==> config.mk <==
export PLATFORM = sky130hd
export DESIGN_NAME = fb_stream_writer_flat
export DESIGN_NICKNAME = d
export VERILOG_FILES = /design/src/rtl/fb_stream_writer_pkg.sv /design/src/rtl/fb_stream_writer_if.sv /design/src/rtl/fb_raster_counter.sv /design/src/rtl/fb_stream_writer.sv /design/src/flat_wrapper.sv
export SDC_FILE = /design/constraint.sdc
export NUM_CORES = 1
export LEC_CHECK = 0
export CORE_AREA = 2 2 123 125
export CTS_BUF_LIST = sky130_fd_sc_hd__clkbuf_4 sky130_fd_sc_hd__clkbuf_8 sky130_fd_sc_hd__clkbuf_16
export DETAILED_ROUTE_END_ITERATION = 7
export DIE_AREA = 0 0 125 127
export SYNTH_ARGS = -nofsm -noshare
export SYNTH_HDL_FRONTEND = slang
export SYNTH_SLANG_ARGS = --single-unit
export TNS_END_PERCENT = 50
==> constraint.sdc <==
create_clock -name clk -period 6.8 [get_ports clk]
set_input_delay 1.02 -clock clk [delete_from_list [all_inputs] [get_ports clk]]
set_output_delay 1.02 -clock clk [all_outputs]
set_load 0.01 [all_outputs]
==> src/rtl/fb_stream_writer_pkg.sv <==
// Shared definitions for the framebuffer write path: FSM encoding, default widths
// and the framebuffer geometry constants also used by the control unit.
package fb_stream_writer_pkg;

    localparam int unsigned FB_W       = 640;
    localparam int unsigned FB_H       = 480;
    localparam int unsigned DEF_ADDR_W = 19;
    localparam int unsigned DEF_DATA_W = 8;
    localparam int unsigned DIM_W      = 10;

    typedef enum logic [1:0] {
        IDLE   = 2'd0,
        CLEAR  = 2'd1,
        WRITE  = 2'd2,
        FINISH = 2'd3
    } wr_state_t;

    function automatic logic size_legal(
        input logic [DIM_W-1:0] w,
        input logic [DIM_W-1:0] h,
        input logic [DIM_W-1:0] max_w,
        input logic [DIM_W-1:0] max_h
    );
        return (w != '0) && (w <= max_w) && (h != '0) && (h <= max_h);
    endfunction

endpackage

==> src/rtl/fb_stream_writer_if.sv <==
// Pixel stream (valid/ready) plus framebuffer RAM write port.
// master = producer side, slave = the writer.
interface fb_stream_writer_if #(
    parameter int unsigned ADDR_W = fb_stream_writer_pkg::DEF_ADDR_W,
    parameter int unsigned DATA_W = fb_stream_writer_pkg::DEF_DATA_W
);

    logic              pix_valid;
    logic [DATA_W-1:0] pix_data;
    logic              pix_ready;
    logic [ADDR_W-1:0] ram_wraddr;
    logic [DATA_W-1:0] ram_data;
    logic              ram_wren;

    modport master (
        output pix_valid, pix_data,
        input  pix_ready, ram_wraddr, ram_data, ram_wren
    );

    modport slave (
        input  pix_valid, pix_data,
        output pix_ready, ram_wraddr, ram_data, ram_wren
    );

endinterface

==> src/rtl/fb_raster_counter.sv <==
// Raster col/row/linear-address counter with wrap and a last-pixel flag; the
// linear address is incremented rather than computed as row*width+col.
module fb_raster_counter
    import fb_stream_writer_pkg::*;
#(
    parameter int unsigned ADDR_W = DEF_ADDR_W
) (
    input  logic              clk,
    input  logic              reset,
    input  logic              clear,
    input  logic              advance,
    input  logic [DIM_W-1:0]  width,
    input  logic [DIM_W-1:0]  height,
    output logic [ADDR_W-1:0] addr,
    output logic              last
);

    logic [DIM_W-1:0] col;
    logic [DIM_W-1:0] row;
    logic             col_end;
    logic             row_end;

    assign col_end = (col == width - DIM_W'(1));
    assign row_end = (row == height - DIM_W'(1));
    assign last    = col_end && row_end;

    always_ff @(posedge clk) begin
        if (reset || clear) begin
            col  <= '0;
            row  <= '0;
            addr <= '0;
        end else if (advance) begin
            addr <= addr + ADDR_W'(1);
            if (col_end) begin
                col <= '0;
                row <= row_end ? '0 : row + DIM_W'(1);
            end else begin
                col <= col + DIM_W'(1);
            end
        end
    end

endmodule

==> src/rtl/fb_stream_writer.sv <==
// Writes a raster pixel stream into the framebuffer RAM at row*img_w+col.
// Define FB_STREAM_WRITER_CLEAR_EN to zero the whole MAX_W x MAX_H area before each frame.
module fb_stream_writer
    import fb_stream_writer_pkg::*;
#(
    parameter int unsigned ADDR_W = DEF_ADDR_W,
    parameter int unsigned DATA_W = DEF_DATA_W,
    parameter int unsigned MAX_W  = FB_W,
    parameter int unsigned MAX_H  = FB_H
) (
    input  logic             clk,
    input  logic             reset,
    input  logic             start,
    input  logic [DIM_W-1:0] img_w,
    input  logic [DIM_W-1:0] img_h,
    fb_stream_writer_if.slave bus,
    output logic             busy,
    output logic             done,
    output logic             err_size
);

    if ((64'(MAX_W) * 64'(MAX_H) > (64'd1 << ADDR_W)) || (MAX_W >= (1 << DIM_W)) ||
        (MAX_H >= (1 << DIM_W))) begin : g_bad_geometry
        $error("fb_stream_writer: MAX_W x MAX_H does not fit the address or size width");
    end

    localparam logic [DIM_W-1:0] MAX_W_D = DIM_W'(MAX_W);
    localparam logic [DIM_W-1:0] MAX_H_D = DIM_W'(MAX_H);

    wr_state_t         state_q;
    wr_state_t         state_d;
    logic [DIM_W-1:0]  w_q;
    logic [DIM_W-1:0]  h_q;
    logic [DIM_W-1:0]  cnt_w;
    logic [DIM_W-1:0]  cnt_h;
    logic [ADDR_W-1:0] cnt_addr;
    logic              cnt_last;
    logic              cnt_clear;
    logic              cnt_adv;
    logic              start_ok;
    logic              xfer;
    logic              load_size;
    logic              wren_d;
    logic              wren_q;
    logic [DATA_W-1:0] wdata_d;
    logic [DATA_W-1:0] wdata_q;
    logic [ADDR_W-1:0] waddr_d;
    logic [ADDR_W-1:0] waddr_q;
    logic              done_d;
    logic              done_q;
    logic              err_d;
    logic              err_q;

    assign start_ok = start && size_legal(img_w, img_h, MAX_W_D, MAX_H_D);
    assign xfer     = bus.pix_valid && (state_q == WRITE);

    // The clear sweep reuses the raster counter over the full framebuffer geometry.
`ifdef FB_STREAM_WRITER_CLEAR_EN
    assign cnt_w = (state_q == CLEAR) ? MAX_W_D : w_q;
    assign cnt_h = (state_q == CLEAR) ? MAX_H_D : h_q;
`else
    assign cnt_w = w_q;
    assign cnt_h = h_q;
`endif

    fb_raster_counter #(
        .ADDR_W (ADDR_W)
    ) u_counter (
        .clk     (clk),
        .reset   (reset),
        .clear   (cnt_clear),
        .advance (cnt_adv),
        .width   (cnt_w),
        .height  (cnt_h),
        .addr    (cnt_addr),
        .last    (cnt_last)
    );

    always_ff @(posedge clk) begin
        if (reset) begin
            state_q <= IDLE;
        end else begin
            state_q <= state_d;
        end
    end

    always_comb begin
        state_d = state_q;
        case (state_q)
`ifdef FB_STREAM_WRITER_CLEAR_EN
            IDLE:    if (start_ok) state_d = CLEAR;
            CLEAR:   if (cnt_last) state_d = WRITE;
`else
            IDLE:    if (start_ok) state_d = WRITE;
`endif
            WRITE:   if (xfer && cnt_last) state_d = FINISH;
            FINISH:  state_d = IDLE;
            default: state_d = IDLE;
        endcase
    end

    // RAM port values are computed here and registered below, giving the
    // one-cycle latency from an accepted pixel to its write.
    always_comb begin
        bus.pix_ready = 1'b0;
        busy          = (state_q != IDLE);
        wren_d        = 1'b0;
        wdata_d       = wdata_q;
        waddr_d       = waddr_q;
        done_d        = 1'b0;
        err_d         = 1'b0;
        cnt_clear     = 1'b0;
        cnt_adv       = 1'b0;
        load_size     = 1'b0;
        case (state_q)
            IDLE: begin
                cnt_clear = 1'b1;
                if (start) begin
                    load_size = start_ok;
                    err_d     = !start_ok;
                end
            end
`ifdef FB_STREAM_WRITER_CLEAR_EN
            CLEAR: begin
                wren_d    = 1'b1;
                wdata_d   = '0;
                waddr_d   = cnt_addr;
                cnt_adv   = 1'b1;
                cnt_clear = cnt_last;
            end
`endif
            WRITE: begin
                bus.pix_ready = 1'b1;
                if (xfer) begin
                    wren_d  = 1'b1;
                    wdata_d = bus.pix_data;
                    waddr_d = cnt_addr;
                    cnt_adv = 1'b1;
                end
            end
            FINISH: begin
                cnt_clear = 1'b1;
                done_d    = 1'b1;
            end
            default: begin
                cnt_clear = 1'b1;
            end
        endcase
    end

    always_ff @(posedge clk) begin
        if (reset) begin
            w_q     <= '0;
            h_q     <= '0;
            wren_q  <= 1'b0;
            wdata_q <= '0;
            waddr_q <= '0;
            done_q  <= 1'b0;
            err_q   <= 1'b0;
        end else begin
            if (load_size) begin
                w_q <= img_w;
                h_q <= img_h;
            end
            wren_q  <= wren_d;
            wdata_q <= wdata_d;
            waddr_q <= waddr_d;
            done_q  <= done_d;
            err_q   <= err_d;
        end
    end

    assign bus.ram_wren   = wren_q;
    assign bus.ram_data   = wdata_q;
    assign bus.ram_wraddr = waddr_q;
    assign done           = done_q;
    assign err_size       = err_q;

endmodule

==> src/flat_wrapper.sv <==
// flat-port wrapper written by rule: the top's interface ports become plain ports
module fb_stream_writer_flat import fb_stream_writer_pkg::*;
#(
    parameter int unsigned ADDR_W = DEF_ADDR_W,
    parameter int unsigned DATA_W = DEF_DATA_W,
    parameter int unsigned MAX_W  = FB_W,
    parameter int unsigned MAX_H  = FB_H
)
  (clk, reset, start, img_w, img_h, busy, done, err_size, bus_pix_valid, bus_pix_data, bus_pix_ready, bus_ram_wraddr, bus_ram_data, bus_ram_wren);
  fb_stream_writer_if #(.ADDR_W(ADDR_W), .DATA_W(DATA_W)) bus_i ();
  input  logic clk;
  input  logic reset;
  input  logic start;
  input  logic [DIM_W-1:0] img_w;
  input  logic [DIM_W-1:0] img_h;
  output logic busy;
  output logic done;
  output logic err_size;
  input wire logic [$bits(bus_i.pix_valid)-1:0] bus_pix_valid;
  input wire logic [$bits(bus_i.pix_data)-1:0] bus_pix_data;
  output wire logic [$bits(bus_i.pix_ready)-1:0] bus_pix_ready;
  output wire logic [$bits(bus_i.ram_wraddr)-1:0] bus_ram_wraddr;
  output wire logic [$bits(bus_i.ram_data)-1:0] bus_ram_data;
  output wire logic [$bits(bus_i.ram_wren)-1:0] bus_ram_wren;
  assign bus_i.pix_valid = bus_pix_valid;
  assign bus_i.pix_data = bus_pix_data;
  assign bus_pix_ready = bus_i.pix_ready;
  assign bus_ram_wraddr = bus_i.ram_wraddr;
  assign bus_ram_data = bus_i.ram_data;
  assign bus_ram_wren = bus_i.ram_wren;
  fb_stream_writer #(.ADDR_W(ADDR_W), .DATA_W(DATA_W), .MAX_W(MAX_W), .MAX_H(MAX_H)) u_core (.clk(clk), .reset(reset), .start(start), .img_w(img_w), .img_h(img_h), .bus(bus_i), .busy(busy), .done(done), .err_size(err_size));
endmodule
# Yosys cells after proc, flatten, opt, wreduce, memory -nomap -nowiden
# Index checks and enable logic that the tools add are counted.
# Widths: inputs -> output; s select.
totals:
  wordCells: 55
  inputBits: 32
  out_inout_bits: 32
  regBits: 91
op_classes:
  n_reduce_logical: 17
  n_eq_ne: 6
  n_bitwise: 2
  addsub: 5
  n_mux: 12
  magnitude_cmp: 2
op_table:
  columns: ["operator", "n"]
  rows:
  - ["$add 10x1->10 const B", 2]
  - ["$eq 10x10->1", 2]
  - ["$mux 10", 2]
  - ["$reduce_bool 10->1", 2]
  - ["$sub 10x1->10 const B", 2]
  - ["$add 19x1->19 const B", 1]
  - ["$le 10x10->1 const B", 1]
  - ["$le 10x9->1 const B", 1]
  - ["$logic_and 1x1->1", 7]
  - ["$mux 1", 7]
  - ["$reduce_and 2->1", 3]
  - ["$eq 2x2->1 const B", 2]
  - ["$mux 2", 2]
  - ["$pmux 2 s2", 1]
  - ["$reduce_or 3->1", 1]
  - ["$logic_not 2->1", 1]
  - ["$ne 2x1->1 const B", 1]
  - ["$ne 2x2->1 const B", 1]
  - ["$not 1->1", 2]
  - ["$reduce_bool 2->1", 1]
  - ["$logic_not 1->1", 1]
  - ["$logic_or 1x1->1", 1]

# Depth between registers and ports, before layout
depth:
  depth_word: 7
  ltp_mapped: 11
  ltp_nobuf: 9

# Modules after synthesis
# Synthesis repeated with hierarchy kept, for this count alone.
hier_totals:
  cells_unflattened: 535
  hier_area_um2: 4558.1
by_module_without_submodules:
  columns: ["module", "cells_each", "n_inst", "seq_area_each_um2", "area_per_inst_um2"]
  rows:
  - ["fb_raster_counter", 303, 1, 780.7, 2489.9]
  - ["fb_stream_writer", 232, 1, 1041.0, 2068.2]

# Worst setup path after synthesis
# Ideal clock, no wire load.
synth_timing:
  kind: "input to register"
  start: "input port img_w[3]"
  end: "register u_core.w_q[0] (netlist: u_core.cnt_w[0])"
  setup_time_ps: 128
  t_arrival_ps: 2569
  n_path_buf: 2
  setup_slack_ps: 4104
  required_ps: 6672
  stages: 9
  path_cell_list: "nor4_1 > a21boi_0 > o21ai_0 > nand3_1 > or2_2 > clkbuf_1 > clkbuf_1 > mux2i_1 > nor2_1"
synth_between:
  elab_chain_len: 7
  word_cells_on_any_way: 8
  cone_classes: "1 x order compare; 2 x mux; 5 x reduce/logical"
synth_rtl:
  columns: ["item", "line_no", "rtl"]
  rows:
  - ["from (decl)", "flat_wrapper.sv:14", "input logic [DIM_W-1:0] img_w;"]
  - ["$le 10x10->1 or $reduce_bool 10->1 (tied branches)", "fb_stream_writer_pkg.sv:24", "return (w != '0) && (w <= max_w) && (h != '0) && (h <= max_h);"]
  - ["$logic_and 1x1->1 * (3 in series)", "fb_stream_writer_pkg.sv:24", null]
  - ["$logic_and 1x1->1 *", "fb_stream_writer.sv:54", "assign start_ok = start && size_legal(img_w, img_h, MAX_W_D, MAX_H_D);"]
  - ["$mux 1 *", "fb_stream_writer.sv:118", "if (start) begin"]
  - ["$mux 1 *", "fb_stream_writer.sv:115", "case (state_q)"]
  - ["to (signal assigned)", "fb_stream_writer.sv:162", "w_q <= img_w;"]
  - ["to (decl)", "fb_stream_writer.sv:32", "logic [DIM_W-1:0] w_q;"]
# Every way passes the cells marked *; elsewhere a longest branch is shown, timed or not.
# A chain may end at the register's enable or synchronous reset.

# Worst setup path in the final report
layout_timing:
  start: "input port bus_pix_valid"
  end: "register u_core.u_counter.addr[17]"
layout_between:
  elab_chain_len: 3
layout_rtl:
  columns: ["item", "line_no", "rtl"]
  rows:
  - ["from (decl)", "flat_wrapper.sv:19", "input wire logic [$bits(bus_i.pix_valid)-1:0] bus_pix_valid;"]
  - ["$logic_and 1x1->1", "fb_stream_writer.sv:55", "assign xfer = bus.pix_valid && (state_q == WRITE);"]
  - ["$mux 1", "fb_stream_writer.sv:134", "if (xfer) begin"]
  - ["$mux 1", null, null]
  - ["to (signal assigned)", "fb_raster_counter.sv:33", "addr <= addr + ADDR_W'(1);"]
  - ["to (decl)", "fb_raster_counter.sv:14", "output logic [ADDR_W-1:0] addr,"]
# No other way between the ends.

==> results.txt <==
The number of sinks on the clock net was 91. The filler cells instantiated in the layout total 1466. The run gives 9 as the CTS buffer count. Combinational cells account for 9.3% of the total power. Global routing used 4.19% of the available met3 tracks.

The highest-delay cell along the critical path is sky130_fd_sc_hd__clkdlybuf4s50_1. Clock-pin slew was measured on the worst setup and hold paths at 70 ps. Data on the critical path arrives at its endpoint at 3670 ps. The first detailed-routing pass ran for 4 iterations. The flow ran to the end, and the final reports show no timing, DRC or antenna violations.

Summing all placed instances gives a cell area of 5050 um^2. Row generation in the floorplan step produced 44 rows. The path class of the tightest hold or removal check is flop to flop. The run gives 0 as the total setup buffers inserted after CTS. The run gives 0 as the total of hold buffers inserted after clock tree synthesis. The sequential share of the synthesized area is 42.4%.

The cell sitting at the root of the clock tree is a sky130_fd_sc_hd__clkbuf_16. The first global-routing pass estimated 17.3 mm of wire. The time the worst path needs with I/O delays and setup is 3400 ps, and the maximum clock frequency is 0.294 GHz.

The average vias per placed instance came out at 4.94. Across all layers, the routed design uses 3696 vias. In the routed design, unresolved DRC markers number 0. The switching part of the total is 24.9%. Via count of the first global-routing pass: 3570.

Global routing finished with a remaining overflow of 0. Of all nets on the critical path, the largest fanout is 31. The power per standard cell area was 209 nW/um^2; the antenna violation net count after detailed routing was 0. Summed over all failing endpoints, the final setup total negative slack is 0 ps.

Including well taps, the total number of placed cells is 734. At the placement stage, the worst setup path has a slack of 3020 ps. Once the clock tree was built, the resizer swapped 0 gates to a different size. The most critical setup path has its startpoint at bus_pix_valid. The number of diodes was 0. The floorplan step set the die width to 125 um. TritonCTS built the clock tree. The number of cell instances on the worst register-to-register path is 9, and the final wirelength is 10.4 mm. The tools report the top-level port count as 64.

For the maximum number of pins on one net before global-route repair, the log shows 52. Average cell area after synthesis: 8.38 um^2. The startpoint identified for the worst register-to-register timing path is u_core.cnt_w[0]$_SDFFE_PP0P_.

The run gives 277 uW as the switching power of the nets. Global routing consumed, over all layers together, 13.3% of the routing resources. The final layout contains 598 nets. In this run the worst setup path terminates at u_core.u_counter.addr[17]$_SDFFE_PP0P_. The completed layout was analyzed and its total power is 1.11 mW. The logs give 748 for the number of non-filler instances in the completed layout and 3740 ps for the slack of the worst reg-to-reg path.

The layout cell share with drive strength beyond 1 is 4.61%. For the sequential cell fraction of total power, the log shows 49.3%. The y dimension of the die came out at 127 um.

Max-slew violation total from the final report: 0. Cell internal power was estimated by the tool at 835 uW. The worst setup path is captured at a flop.

For the worst-skew pair, the clock arrives at the later sink with an insertion delay of 350 ps. The depth of the CTS H-tree is 3, and the worst clock skew is 7.07 ps. The slew at the pin closest to its max-slew limit is 967 ps, and the average routed wire per standard cell is 14.0 um.

The congestion estimate from routability-driven global placement came to 0.899. After synthesis, the share of flip-flops with an asynchronous set or reset is 0%. The most congested layer reported by global routing was met2. After synthesis the netlist holds a flip-flop and latch count of 91. The endpoint identified for the worst register-to-register timing path is u_core.u_counter.row[5]$_SDFFE_PP0P_. Setup repair after global routing left no endpoint under its margin. The met2 usage was 21.4%; the final instance area was 5310 um^2.

For the starting utilization of the core area, the log shows 29.8%. In this run, distinct cell masters in the synthesized netlist total 53. The tools report the number of maximum-capacitance constraint violations as 0. The number of synthesized flops with an enable pin is 0.

Detailed placement ended at an HPWL of 7.37 mm. Proportion of netlist area held by the largest area contributor: 42.4%. The worst setup path is of the input port to flop kind.

Post-synth net total: 549. The logs give 15900 um^2 for the area of the die and 1.87 nW for the reported leakage power. The least setup slack across all paths after layout was 3400 ps; the post-route clock period utilization was 50.0%. Port buffering added 63 buffers. The top cell types in the final layout, fill and taps aside, are 91 x sky130_fd_sc_hd__dfxtp_1, 74 x sky130_fd_sc_hd__nand2_1, 65 x sky130_fd_sc_hd__nor2_1.

The tools report the number of warnings printed during yosys synthesis as 0. At the worst endpoint, the required time is 7070 ps. The tools report the combined area of all synthesized cells as 4290 um^2. VDD sags by at most 0.123 mV.

Global routing consumed, on the met1 layer, 17.3% of the routing resources. The maximum number of buffers from clock root to sink is 2. The tools report the share of total power in the clock network as 41.4%. The signal on the critical path passes through clkdlybuf4s50_1 > and3b_1 > buf_4 > nand4_1 > nor2_1 > nand2_1 > or3_1 > a21oi_1.

For this run, the slowest stage of the critical path takes 550 ps. Ranked by total cell area, the synthesized netlist is headed by sky130_fd_sc_hd__dfxtp_1 42%, sky130_fd_sc_hd__nand2_1 6.5%, sky130_fd_sc_hd__nor2_1 5.7%. The synthesized instance count is 512. The tools report the final number of hold-violating endpoints as 0. After floorplanning, the core was sized to cover 14400 um^2.

The most used flip-flop cell after synthesis is sky130_fd_sc_hd__dfxtp_1. After the first detailed-routing iteration, the DRC count stood at 193. Headroom to the max-slew limit came out at 35.6%. The largest total area in the synthesized netlist belongs to sky130_fd_sc_hd__dfxtp_1.

The tools report the category of the worst setup path launch point as an input port. Compared with the post-synthesis result, the final layout area differs by 23.8%. The commonest non-fill, non-tap cell in the layout is sky130_fd_sc_hd__dfxtp_1. The count of endpoints failing setup in the final report came out at 0. The initial antenna violation count was 0.
## worst max-delay path: cells and delay by family
family | cells | cell delay [ps]
buf+inv | 2 | 950
compound gates | 1 | 140
simple gates | 5 | 1560
## Yosys cell counts (3+ instances only)
cell and number:
sky130_fd_sc_hd__clkbuf_1 23, sky130_fd_sc_hd__a211oi_1 3, sky130_fd_sc_hd__o21ai_0 7, sky130_fd_sc_hd__and3_1 6, sky130_fd_sc_hd__dfxtp_1 91, sky130_fd_sc_hd__or2_2 3, sky130_fd_sc_hd__nand2_1 74, sky130_fd_sc_hd__ha_1 5
sky130_fd_sc_hd__or3_1 5, sky130_fd_sc_hd__nor2_1 65, sky130_fd_sc_hd__xnor2_1 23, sky130_fd_sc_hd__o31ai_1 5, sky130_fd_sc_hd__nand4_1 11, sky130_fd_sc_hd__or4_1 5, sky130_fd_sc_hd__nand2b_1 6, sky130_fd_sc_hd__nor3_1 9
sky130_fd_sc_hd__a21oi_1 39, sky130_fd_sc_hd__nor2b_1 3, sky130_fd_sc_hd__nand3_1 18, sky130_fd_sc_hd__inv_1 13, sky130_fd_sc_hd__and3b_1 3, sky130_fd_sc_hd__xor2_1 26, sky130_fd_sc_hd__mux2i_1 22, sky130_fd_sc_hd__a21boi_0 4
sky130_fd_sc_hd__nor4_1 9
## registers in the layout, indices dropped and copies added (netlist names), 2 cells and up
name	flops
u_core.bus.ram_data	8
u_core.state_q	2
u_core.u_counter.row	10
u_core.cnt_h	10
u_core.bus.ram_wraddr	19
u_core.u_counter.addr	19
u_core.cnt_w	10
u_core.u_counter.col	10
## worst min-delay path by stage
| stage | start | end | slack [ps] | depth (start not counted) |
|---|---|---|---|---|
| final | u_core.bus.ram_data[4]$_SDFFE_PP0P_ | u_core.bus.ram_data[4]$_SDFFE_PP0P_ | 450 | 2 |
| after CTS | u_core.bus.ram_data[4]$_SDFFE_PP0P_ | u_core.bus.ram_data[4]$_SDFFE_PP0P_ | 460 | 2 |
| after detailed placement | u_core.bus.ram_data[4]$_SDFFE_PP0P_ | u_core.bus.ram_data[4]$_SDFFE_PP0P_ | 450 | 2 |
| after floorplan | u_core.state_q[1]$_SDFFE_PP0P_ | u_core.done$_SDFF_PP0_ | 430 | 2 |
| after global placement | u_core.bus.ram_wraddr[15]$_SDFFE_PP0P_ | u_core.bus.ram_wraddr[15]$_SDFFE_PP0P_ | 450 | 2 |
| after global routing | u_core.bus.ram_wraddr[9]$_SDFFE_PP0P_ | u_core.bus.ram_wraddr[9]$_SDFFE_PP0P_ | 470 | 2 |
## metrics by stage
stage / utilization [%] / hold WS [ps]
after global placement: 35.0 / 446
after floorplan: - / 427
after CTS: 36.8 / 457
final: 36.8 / 453
after detailed placement: 35.0 / 448
after global routing: 36.8 / 471
## per-layer routing
layer	share of wire, %	up-vias
met5	0	-
met4	1.2	0
met3	5.6	13
met2	46	91
met1	47	1734
li1	-	1858
## final cells by class
| type | count | area (um^2) | share of cell area [%] |
|---|---|---|---|
| clock buffer | 9 | 225 | 4.24 |
| clock inverter | 5 | 38.8 | 0.730 |
| inverter | 13 | 48.8 | 0.918 |
| multi-input combinational | 381 | 2310 | 43.4 |
| sequential | 91 | 1820 | 34.3 |
| tap | 184 | 230 | 4.33 |
| timing repair buffer | 65 | 641 | 12.1 |
## power groups by stage
stage,registers (mW),logic [mW],clock network [mW]
3_3_place_gp,0.560,0.101,0
5_1_grt,0.549,0.113,0.497
6_report,0.549,0.104,0.460
4_1_cts,0.548,0.104,0.477
2_1_floorplan,0.559,0.0641,0
3_5_place_dp,0.560,0.103,0
## cell families (layout without fill, tap and decap cells)
kind of cell	count (synthesis)	count (layout)	share of synthesized area, %
simple gates	230	230	26.0
flops	91	91	42.4
compound gates	74	74	10.9
xor+xnor	49	49	10.0
buf+inv	40	92	3.79
mux	23	23	5.39
fa+ha+maj	5	5	1.46
No activity file was read; power rests on OpenSTA's default activity.
